$ cat config.mk
export PLATFORM = sky130hd
export DESIGN_NAME = video_pixel_shifter
export DESIGN_NICKNAME = d
export VERILOG_FILES = /design/src/rtl/video_pkg.sv /design/src/rtl/video_pixel_shifter_load_delay_line.sv /design/src/rtl/video_pixel_shifter.sv
export SDC_FILE = /design/constraint.sdc
export NUM_CORES = 1
export LEC_CHECK = 0
export CAP_MARGIN = 20
export CORE_MARGIN = 1
export CORE_UTILIZATION = 44
export CTS_BUF_LIST = sky130_fd_sc_hd__clkbuf_8
export DETAILED_ROUTE_END_ITERATION = 7
export HOLD_SLACK_MARGIN = 0.03
export PLACE_DENSITY = 0.74
export SLEW_MARGIN = 40
export SYNTH_ARGS = -nofsm -noshare
export SYNTH_HDL_FRONTEND = slang
export SYNTH_SLANG_ARGS = --single-unit
$ cat constraint.sdc
create_clock -name clk -period 2.58 [get_ports clk]
set_input_delay 0.387 -clock clk [delete_from_list [all_inputs] [get_ports clk]]
set_output_delay 0.387 -clock clk [all_outputs]
set_load 0.01 [all_outputs]
$ cat src/rtl/video_pkg.sv
// Shared definitions for the video pixel shifter: parameter legality checks,
// a constant-foldable clog2 and the default idle-pixel pattern.
package video_pkg;

    // Widest legal pixel is 4 bits; the idle default is all ones, sliced to BPP.
    localparam logic [3:0] IDLE_PIXEL_ONES = 4'hF;

    // Ceiling log2 usable in constant expressions; clog2_f(1) == 0.
    function automatic int clog2_f(input int value);
        int result;
        int span;
        result = 0;
        span   = 1;
        while (span < value) begin
            span   = span * 2;
            result = result + 1;
        end
        return result;
    endfunction

    // Only 1, 2 and 4 bits per pixel are supported.
    function automatic bit bpp_legal(input int bpp);
        return (bpp == 1) || (bpp == 2) || (bpp == 4);
    endfunction

    // A word must split into a whole number of pixels.
    function automatic bit word_legal(input int word_width, input int bpp);
        return (word_width > 0) && (bpp > 0) && ((word_width % bpp) == 0);
    endfunction

    // Full parameter-set check used by the top level at elaboration.
    function automatic bit cfg_legal(input int word_width, input int bpp,
                                     input int clk_div, input int load_delay);
        return bpp_legal(bpp) && word_legal(word_width, bpp) &&
               (clk_div >= 1) && (clk_div <= 16) &&
               (load_delay >= 0) && (load_delay <= 3);
    endfunction

endpackage

$ cat src/rtl/video_pixel_shifter_load_delay_line.sv
// Strobe-to-capture delay line. Only one capture may be in flight; a strobe
// arriving while one is pending is reported as dropped.
module load_delay_line #(
    parameter int LOAD_DELAY = 1
) (
    input  logic clk_i,
    input  logic rst_i,
    input  logic strobe_i,
    output logic capture_o,
    output logic pending_o,
    output logic dropped_o
);

    if (LOAD_DELAY == 0) begin : g_direct
        // Data is valid in the strobe cycle itself, so nothing is ever pending.
        assign capture_o = strobe_i;
        assign pending_o = 1'b0;
        assign dropped_o = 1'b0;
    end else begin : g_pipe
        logic [LOAD_DELAY-1:0] pipe_q;
        logic [LOAD_DELAY-1:0] pipe_d;
        logic                  accept_s;

        // A capture stays pending up to and including its capture cycle.
        assign pending_o = |pipe_q;
        assign accept_s  = strobe_i & ~pending_o;
        assign dropped_o = strobe_i & pending_o;
        assign capture_o = pipe_q[LOAD_DELAY-1];

        // Advance the accepted-strobe token one stage per clock.
        always_comb begin
            pipe_d = (pipe_q << 1) | LOAD_DELAY'(accept_s);
        end

        // Delay-line state; reset discards any capture in flight.
        always_ff @(posedge clk_i or posedge rst_i) begin
            if (rst_i) begin
                pipe_q <= '0;
            end else begin
                pipe_q <= pipe_d;
            end
        end
    end

endmodule

$ cat src/rtl/video_pixel_shifter.sv
// Video pixel shifter: captures VRAM words after a read strobe into a
// one-word prefetch buffer and shifts them out BPP bits every CLK_DIV clocks,
// reloading seamlessly and flagging overrun/underrun for timing debug.
module video_pixel_shifter
    import video_pkg::*;
#(
    parameter int             WORD_WIDTH = 8,
    parameter int             BPP        = 1,
    parameter int             CLK_DIV    = 2,
    parameter int             LOAD_DELAY = 1,
    parameter logic [BPP-1:0] IDLE_PIXEL = IDLE_PIXEL_ONES[BPP-1:0],
    parameter bit             INVERT     = 1'b1
) (
    input  logic                  clk,
    input  logic                  reset,
    input  logic                  loadStrobe,
    input  logic [WORD_WIDTH-1:0] dataIn,
    input  logic                  blank,
    input  logic                  clearFlags,
    output logic [BPP-1:0]        pixel,
    output logic                  pixelStrobe,
    output logic                  busy,
    output logic                  bufferFull,
    output logic                  overrun,
    output logic                  underrun
);

    localparam int PPW   = WORD_WIDTH / BPP;
    localparam int DIV_W = clog2_f(CLK_DIV) + 1;
    localparam int REM_W = clog2_f(PPW) + 1;

    localparam logic [WORD_WIDTH-1:0] FILL_WORD = {PPW{IDLE_PIXEL}};
    localparam logic [WORD_WIDTH-1:0] FILL_LOW  = WORD_WIDTH'(IDLE_PIXEL);
    localparam logic [BPP-1:0]        INV_MASK  = {BPP{INVERT}};
    localparam logic [DIV_W-1:0]      DIV_TC    = DIV_W'(CLK_DIV - 1);
    localparam logic [DIV_W-1:0]      DIV_ONE   = DIV_W'(1);
    localparam logic [REM_W-1:0]      REM_FULL  = REM_W'(PPW);
    localparam logic [REM_W-1:0]      REM_ONE   = REM_W'(1);

    if (!cfg_legal(WORD_WIDTH, BPP, CLK_DIV, LOAD_DELAY)) begin : g_cfg_error
        $error("video_pixel_shifter: illegal WORD_WIDTH/BPP/CLK_DIV/LOAD_DELAY");
    end

    logic                  capture_s;
    logic                  pending_s;
    logic                  dropped_s;

    logic [WORD_WIDTH-1:0] shift_q,     shift_d;
    logic [REM_W-1:0]      remaining_q, remaining_d;
    logic [DIV_W-1:0]      div_q,       div_d;
    logic [WORD_WIDTH-1:0] buf_q,       buf_d;
    logic                  buf_valid_q, buf_valid_d;
    logic                  streaming_q, streaming_d;
    logic [BPP-1:0]        pixel_q,     pixel_d;
    logic                  strobe_q,    strobe_d;
    logic                  busy_q,      busy_d;
    logic                  overrun_q,   overrun_d;
    logic                  underrun_q,  underrun_d;

    logic                  consume_s;
    logic                  overwrite_s;
    logic                  underrun_set_s;

    load_delay_line #(
        .LOAD_DELAY (LOAD_DELAY)
    ) u_load_delay (
        .clk_i     (clk),
        .rst_i     (reset),
        .strobe_i  (loadStrobe),
        .capture_o (capture_s),
        .pending_o (pending_s),
        .dropped_o (dropped_s)
    );

    // Shifter, divider and prefetch-buffer next state plus flag updates.
    always_comb begin
        shift_d        = shift_q;
        remaining_d    = remaining_q;
        div_d          = div_q;
        buf_d          = buf_q;
        buf_valid_d    = buf_valid_q;
        streaming_d    = streaming_q;
        strobe_d       = 1'b0;
        consume_s      = 1'b0;
        overwrite_s    = 1'b0;
        underrun_set_s = 1'b0;

        if (remaining_q == '0) begin
            // Idle shifter: start a new stream as soon as a word is buffered.
            div_d = '0;
            if (buf_valid_q) begin
                shift_d     = buf_q;
                remaining_d = REM_FULL;
                streaming_d = 1'b1;
                strobe_d    = 1'b1;
                consume_s   = 1'b1;
            end else begin
                shift_d = shift_q;
            end
        end else if (div_q == DIV_TC) begin
            div_d = '0;
            if (remaining_q == REM_ONE) begin
                if (buf_valid_q) begin
                    // Last pixel done and next word ready: no idle gap.
                    shift_d     = buf_q;
                    remaining_d = REM_FULL;
                    strobe_d    = 1'b1;
                    consume_s   = 1'b1;
                end else begin
                    // Ran dry; only an error if a stream was in progress.
                    shift_d        = FILL_WORD;
                    remaining_d    = '0;
                    streaming_d    = 1'b0;
                    underrun_set_s = streaming_q;
                end
            end else begin
                shift_d     = (shift_q << BPP) | FILL_LOW;
                remaining_d = remaining_q - REM_ONE;
                strobe_d    = 1'b1;
            end
        end else begin
            div_d = div_q + DIV_ONE;
        end

        if (consume_s) begin
            buf_valid_d = 1'b0;
        end else begin
            buf_valid_d = buf_valid_q;
        end

        // A word arriving while the old one is consumed simply replaces it.
        if (capture_s) begin
            buf_d       = dataIn;
            buf_valid_d = 1'b1;
            overwrite_s = buf_valid_q & ~consume_s;
        end else begin
            buf_d = buf_q;
        end
    end

    // Registered output values derived from the next shifter state.
    always_comb begin
        pixel_d    = (blank ? IDLE_PIXEL : shift_d[WORD_WIDTH-1 -: BPP]) ^ INV_MASK;
        busy_d     = (remaining_d != '0);
        overrun_d  = (overrun_q & ~clearFlags) | dropped_s | overwrite_s;
        underrun_d = (underrun_q & ~clearFlags) | underrun_set_s;
    end

    // State and output registers with asynchronous reset to the idle picture.
    always_ff @(posedge clk or posedge reset) begin
        if (reset) begin
            shift_q     <= FILL_WORD;
            remaining_q <= '0;
            div_q       <= '0;
            buf_q       <= '0;
            buf_valid_q <= 1'b0;
            streaming_q <= 1'b0;
            pixel_q     <= IDLE_PIXEL ^ INV_MASK;
            strobe_q    <= 1'b0;
            busy_q      <= 1'b0;
            overrun_q   <= 1'b0;
            underrun_q  <= 1'b0;
        end else begin
            shift_q     <= shift_d;
            remaining_q <= remaining_d;
            div_q       <= div_d;
            buf_q       <= buf_d;
            buf_valid_q <= buf_valid_d;
            streaming_q <= streaming_d;
            pixel_q     <= pixel_d;
            strobe_q    <= strobe_d;
            busy_q      <= busy_d;
            overrun_q   <= overrun_d;
            underrun_q  <= underrun_d;
        end
    end

    assign pixel       = pixel_q;
    assign pixelStrobe = strobe_q;
    assign busy        = busy_q;
    assign bufferFull  = buf_valid_q;
    assign overrun     = overrun_q;
    assign underrun    = underrun_q;

endmodule

==> Word-level counts from Yosys, hierarchy flattened <==
Cells that the tools add are included.
{ "word_totals": {"reg_bits": 30, "inputBits": 13, "output_inout_bits": 6} }
{ "op_classes": {"add_sub_neg": 2, "n_bitwise": 12, "n_reduce_logical": 7, "eq_ne": 4, "n_mux": 32} }
{ "op_table": {"columns": ["op", "count"], "rows": [
  ["2-to-1 mux 8 bit", 5],
  ["2-to-1 mux 1 bit", 20],
  ["2-to-1 mux 4 bit", 5],
  ["nonzero test 2 bit", 3],
  ["bitwise AND 1 bit", 5],
  ["equality test 4 x 1 -> 1 bit (second input constant)", 1],
  ["zero test 4 bit", 1],
  ["2-to-1 mux 2 bit", 2],
  ["inverter 1 bit", 4],
  ["AND reduction 4 bit", 1],
  ["nonzero test 4 bit", 1],
  ["subtractor 4 x 1 -> 4 bit (second input constant)", 1],
  ["OR 1 bit", 3],
  ["adder 2 x 1 -> 2 bit (second input constant)", 1],
  ["equality test 2 x 1 -> 1 bit (second input constant)", 1],
  ["!= test 2 x 1 -> 1 bit (second input constant)", 1],
  ["!= test 2 bit (second input constant)", 1],
  ["AND reduction 2 bit", 1]
]} }

==> Longest topological paths before layout <==
{ "depth": {"depth_word": 8, "mapped_depth": 8} }

==> Modules after synthesis <==
A second synthesis with hierarchy kept.
{ "hier_totals": {"cells_unflattened": 130, "hier_area_um2": 1455.1} }
{ "by_module_without_submodules": {"columns": ["module", "area_per_inst_um2", "seq_area_each_um2", "cells_each", "instances"], "rows": [
  ["video_pixel_shifter", 1402.6, 735.7, 125, 1],
  ["load_delay_line", 52.6, 25.0, 5, 1]
]} }

==> Worst setup path after synthesis <==
OpenSTA, ideal clock, no wires.
{ "synth_path": {"path_kind": "register to register", "startpoint": "reg remaining_q[0]", "endpoint": "reg shift_q[1]", "stages_incl_launch_ff": 9, "slack_ns": 0.823, "t_required_ns": 2.497, "arrival_time_ns": 1.674, "path_cell_list": "dfrtp_1 > inv_1 > ha_1 > buf_6 > or3b_4 > nand2_4 > buf_8 > o21ai_1 > a221o_1"} }
{ "synth_via": {"elab_chain_cells": 4, "elab_cells_between_ends": 8, "classes_between": "eq/ne: 2; mux: 3; reduce/logical: 3"} }
{ "synth_lines": {"columns": ["item", "line_no", "text"], "rows": [
  ["from (decl)", "video_pixel_shifter.sv:49", "logic [REM_W-1:0] remaining_q, remaining_d;"],
  ["from (signal assigned)", "video_pixel_shifter.sv:165", "remaining_q <= remaining_d;"],
  ["equality test 4 x 1 -> 1 bit", "video_pixel_shifter.sv:102", "if (remaining_q == REM_ONE) begin"],
  ["2-to-1 mux 8 bit", "video_pixel_shifter.sv:102", null],
  ["2-to-1 mux 8 bit", "video_pixel_shifter.sv:100", "end else if (div_q == DIV_TC) begin"],
  ["2-to-1 mux 8 bit", "video_pixel_shifter.sv:88", "if (remaining_q == '0) begin"],
  ["to (signal assigned)", "video_pixel_shifter.sv:164", "shift_q <= shift_d;"],
  ["to (decl)", "video_pixel_shifter.sv:48", "logic [WORD_WIDTH-1:0] shift_q, shift_d;"]
]} }
Several ways; a longest one is shown, not always the timed one. The select of a mux whose other input is x is not followed.
A chain may end at the register's enable or synchronous reset.

==> Worst setup path after layout <==
{ "layout_path": {"startpoint": "reg remaining_q[0]", "endpoint": "reg busy_q (netlist: busy)"} }
{ "layout_via": {"elab_chain_cells": 5, "elab_cells_between_ends": 8, "classes_between": "add/sub: 1; eq/ne: 1; mux: 4; reduce/logical: 2"} }
{ "layout_lines": {"columns": ["item", "line_no", "text"], "rows": [
  ["subtractor 4 x 1 -> 4 bit or equality test 4 x 1 -> 1 bit (tied branches)", "video_pixel_shifter.sv:118, video_pixel_shifter.sv:102", null],
  ["2-to-1 mux 4 bit", "video_pixel_shifter.sv:102", null],
  ["2-to-1 mux 4 bit", "video_pixel_shifter.sv:100", null],
  ["2-to-1 mux 4 bit *", "video_pixel_shifter.sv:88", null],
  ["nonzero test 4 bit *", "video_pixel_shifter.sv:144", "busy_d = (remaining_d != '0);"],
  ["net busy_d", "video_pixel_shifter.sv:56", "logic busy_q, busy_d;"],
  ["to (signal assigned)", "video_pixel_shifter.sv:172", "busy_q <= busy_d;"],
  ["to (decl)", "video_pixel_shifter.sv:56", null]
]} }
Mark *: on every way through the listed nets, which the timed path passes. The rest lies on a longest branch.

==> metrics.yaml <==
worst_setup_path_end_kind: "flip-flop"
muxShareOfSynthArea: 0.0743
grt-ovfl-total: 0
yosys.area_share.simple: 0.158
synth_cell_types: 44
post_dp_cell_area_mm2: 0.00167
cp_slowest_cell: "nand4bb_1"
diodes: 0
path_clk_slew_ps: 60
final_area_mm2: 0.00175
cts_root_buffer: "clkbuf_8"
skew_ps: 3.38
cts_hold_buf: 0
fin_total_pwr_uw: 2060
drc_errors: 0
dieArea_mm2: 0.00361
num-nets-final: 165
worst_r2r_path_depth: 5
finalHoldViolCount: 0
synth-main-ff-cell: "dfrtp_1"
numCtsBuffers: 5
final_cells: 195
start_util: 0.474
cts_buffer_depth: 2
synth_compound_area_frac: 0.175
synth_area_leaders: "dfrtp_1 37%, dfstp_2 14%, mux2_2 6.1%, nor2_1 4.3%, a221o_1 4.1%"
finalSetupTns_ps: 0
die_w_um: 60.1
ff2ff_setup_slack_ps: 530
antenna_found_initial: 0
cp_num_buf_inv: 1
leakage_uw: 0.000758
synth-edff-count: 0
cts_num_sinks: 30
io_buffers: 18
hold_class: "in -> async"
p_per_area_mw_per_mm2: 1180
pin_count: 19
syn-cell-area_mm2: 0.00148
htreeDepth: 2
vias: 1063
die_y_um: 60.1
synth-xor-area-share: 0
synth-seq-cells: 30
worstSkewPairLatency_ps: 280
rsz0062_at_grt: "no"
grt_pass1_wl_mm: 4.77
synthTopCellsByCount: "22 x dfrtp_1, 17 x nor2_1, 10 x inv_1, 8 x dfstp_2, 8 x mux2_2"
crit_type: "reg -> reg"
synth_top_family_by_area: "compound AO/OA/AOI/OAI gates"
maxSlewViolCount: 0
crit_required_ps: 2740
yosysMostFrequentCell: "dfrtp_1"
timing.hold.ws_ps: 471
outcome: "finished clean"
cp_max_fo: 11
antenna_left: 0
drtIter0Drc: 45
maxCapViolCount: 0
synthAdderAreaFrac: 0.0169
drive_gt1_frac: 0.212
grt_max_degree: 31
vias_per_cell: 5.45
synth_top_area_frac: 0.371
avgSynthCellArea_um2: 11.4
max_freq_mhz: 487
cts_setup_buffers: 0
area_delta_synth_final_pct: 18.0
crit_family: "compound AO/OA/AOI/OAI gates"
arrival_ps: 2210
min_period_over_period: 0.796
cp.depth: 5
cts_tree: "done"
cts.repair.resized: 0
ys_seq_area_frac: 0.513
place.detailed.hpwl_mm: 1.96
start_kind: "flip-flop"
setup_viol: 0
yosys_warnings: 0
ir_drop_v: 0.000487
syn_nets: 145
netlist_instances: 130
totalWireLength_mm: 2.79
dp_cells: 187
synth_top_area_cell: "dfrtp_1"
track_usage: 0.190
first_global_vias: 1051
layout_min_cycle_time_ps: 2050
drt_pass1_iterations: 4
core_mm2: 0.00313
worstMarginPinSlew_ps: 594
row_count: 20
crit_path_cell_trace: "inv_1, ha_1, nand4bb_1, a21boi_4, a2111o_1"
slowest_delay_ps: 420
place.gp.congestion: 0.847
maxSlewHeadroom: 0.600
routedWlPerCell_um: 14.3
async_flop_share: 1.00
[per-layer routing]
| metal | share of wire | GRT usage | up-vias |
|---|---|---|---|
| met5 | 0 | 0 | - |
| met4 | 0.021 | 0.110 | 0 |
| met3 | 0.052 | 0.0649 | 7 |
| met2 | 0.51 | 0.290 | 38 |
| met1 | 0.42 | 0.232 | 517 |
| li1 | - | - | 501 |
[final cells by class]
| type | instances | area (um2) |
|---|---|---|
| Sequential cell | 30 | 761 |
| Clock inverter | 3 | 11.3 |
| Tap cell | 44 | 55.1 |
| Timing Repair Buffer | 19 | 188 |
| Clock buffer | 5 | 68.8 |
| Inverter | 10 | 37.5 |
| Fill cell | 289 | 1380 |
| Multi-Input combinational cell | 84 | 628 |
[report_power, final]
| group | leakage (uW) | switching [uW] | total [uW] | internal [uW] |
|---|---|---|---|---|
| Clock | 0.0000519 | 165 | 344 | 179 |
| Sequential | 0.000342 | 150 | 826 | 676 |
| Combinational | 0.000364 | 452 | 891 | 439 |
| Total | 0.000758 | 767 | 2060 | 1290 |
[placed cells by master, fill, tap and decap left out, drive strengths merged, types with 2 or more instances in the layout]
cell type / count
dfstp: 8
dfrtp: 22
mux2: 8
o21ai: 9
mux2i: 2
inv: 13
clkbuf: 5
clkdlybuf4s50: 18
a221o: 7
nand2b: 4
nor2: 18
a221oi: 2
a21oi: 6
ha: 2
nand2: 6
[sequential cells by signal (all words and copies together), names as in the netlist]
| name | count |
|---|---|
| buf_q | 8 |
| overrun | 1 |
| remaining_q | 4 |
| div_q | 2 |
| busy | 1 |
| pixelStrobe | 1 |
| pixel | 1 |
| bufferFull | 1 |
| underrun | 1 |
| u_load_delay.capture_o | 1 |
| shift_q | 8 |
| streaming_q | 1 |
[per-stage QoR]
stage                      util  worst slack, ps
after floorplan               -              823
after global placement    0.534              611
after detailed placement  0.534              547
after CTS                 0.559              538
after global routing      0.559              278
final                     0.559              525
[cells by family (layout without fill, tap and decap cells)]
| logic type | Yosys count | after routing |
|---|---|---|
| mux | 10 | 10 |
| compound gates | 33 | 33 |
| flops | 30 | 30 |
| fa+ha+maj | 2 | 2 |
| buf+inv | 16 | 37 |
| simple gates | 39 | 39 |
[worst register-to-register path, cell delays in order, from the launching register on]
cell and delay, ps:
dfrtp_1 410, inv_1 80, ha_1 330, nand4bb_1 420, a21boi_4 320, a2111o_1 380
[path summary, 6_finish.rpt]
kind,from,to
hold / removal,reset,buf_q[5]
max in group asynchronous,reset,shift_q[7]
setup / recovery,remaining_q[0],busy
setup reg to reg,remaining_q[0],busy
min in group clk,shift_q[7],shift_q[7]
hold reg to reg,shift_q[7],shift_q[7]
(Power assumes the default switching activity.)
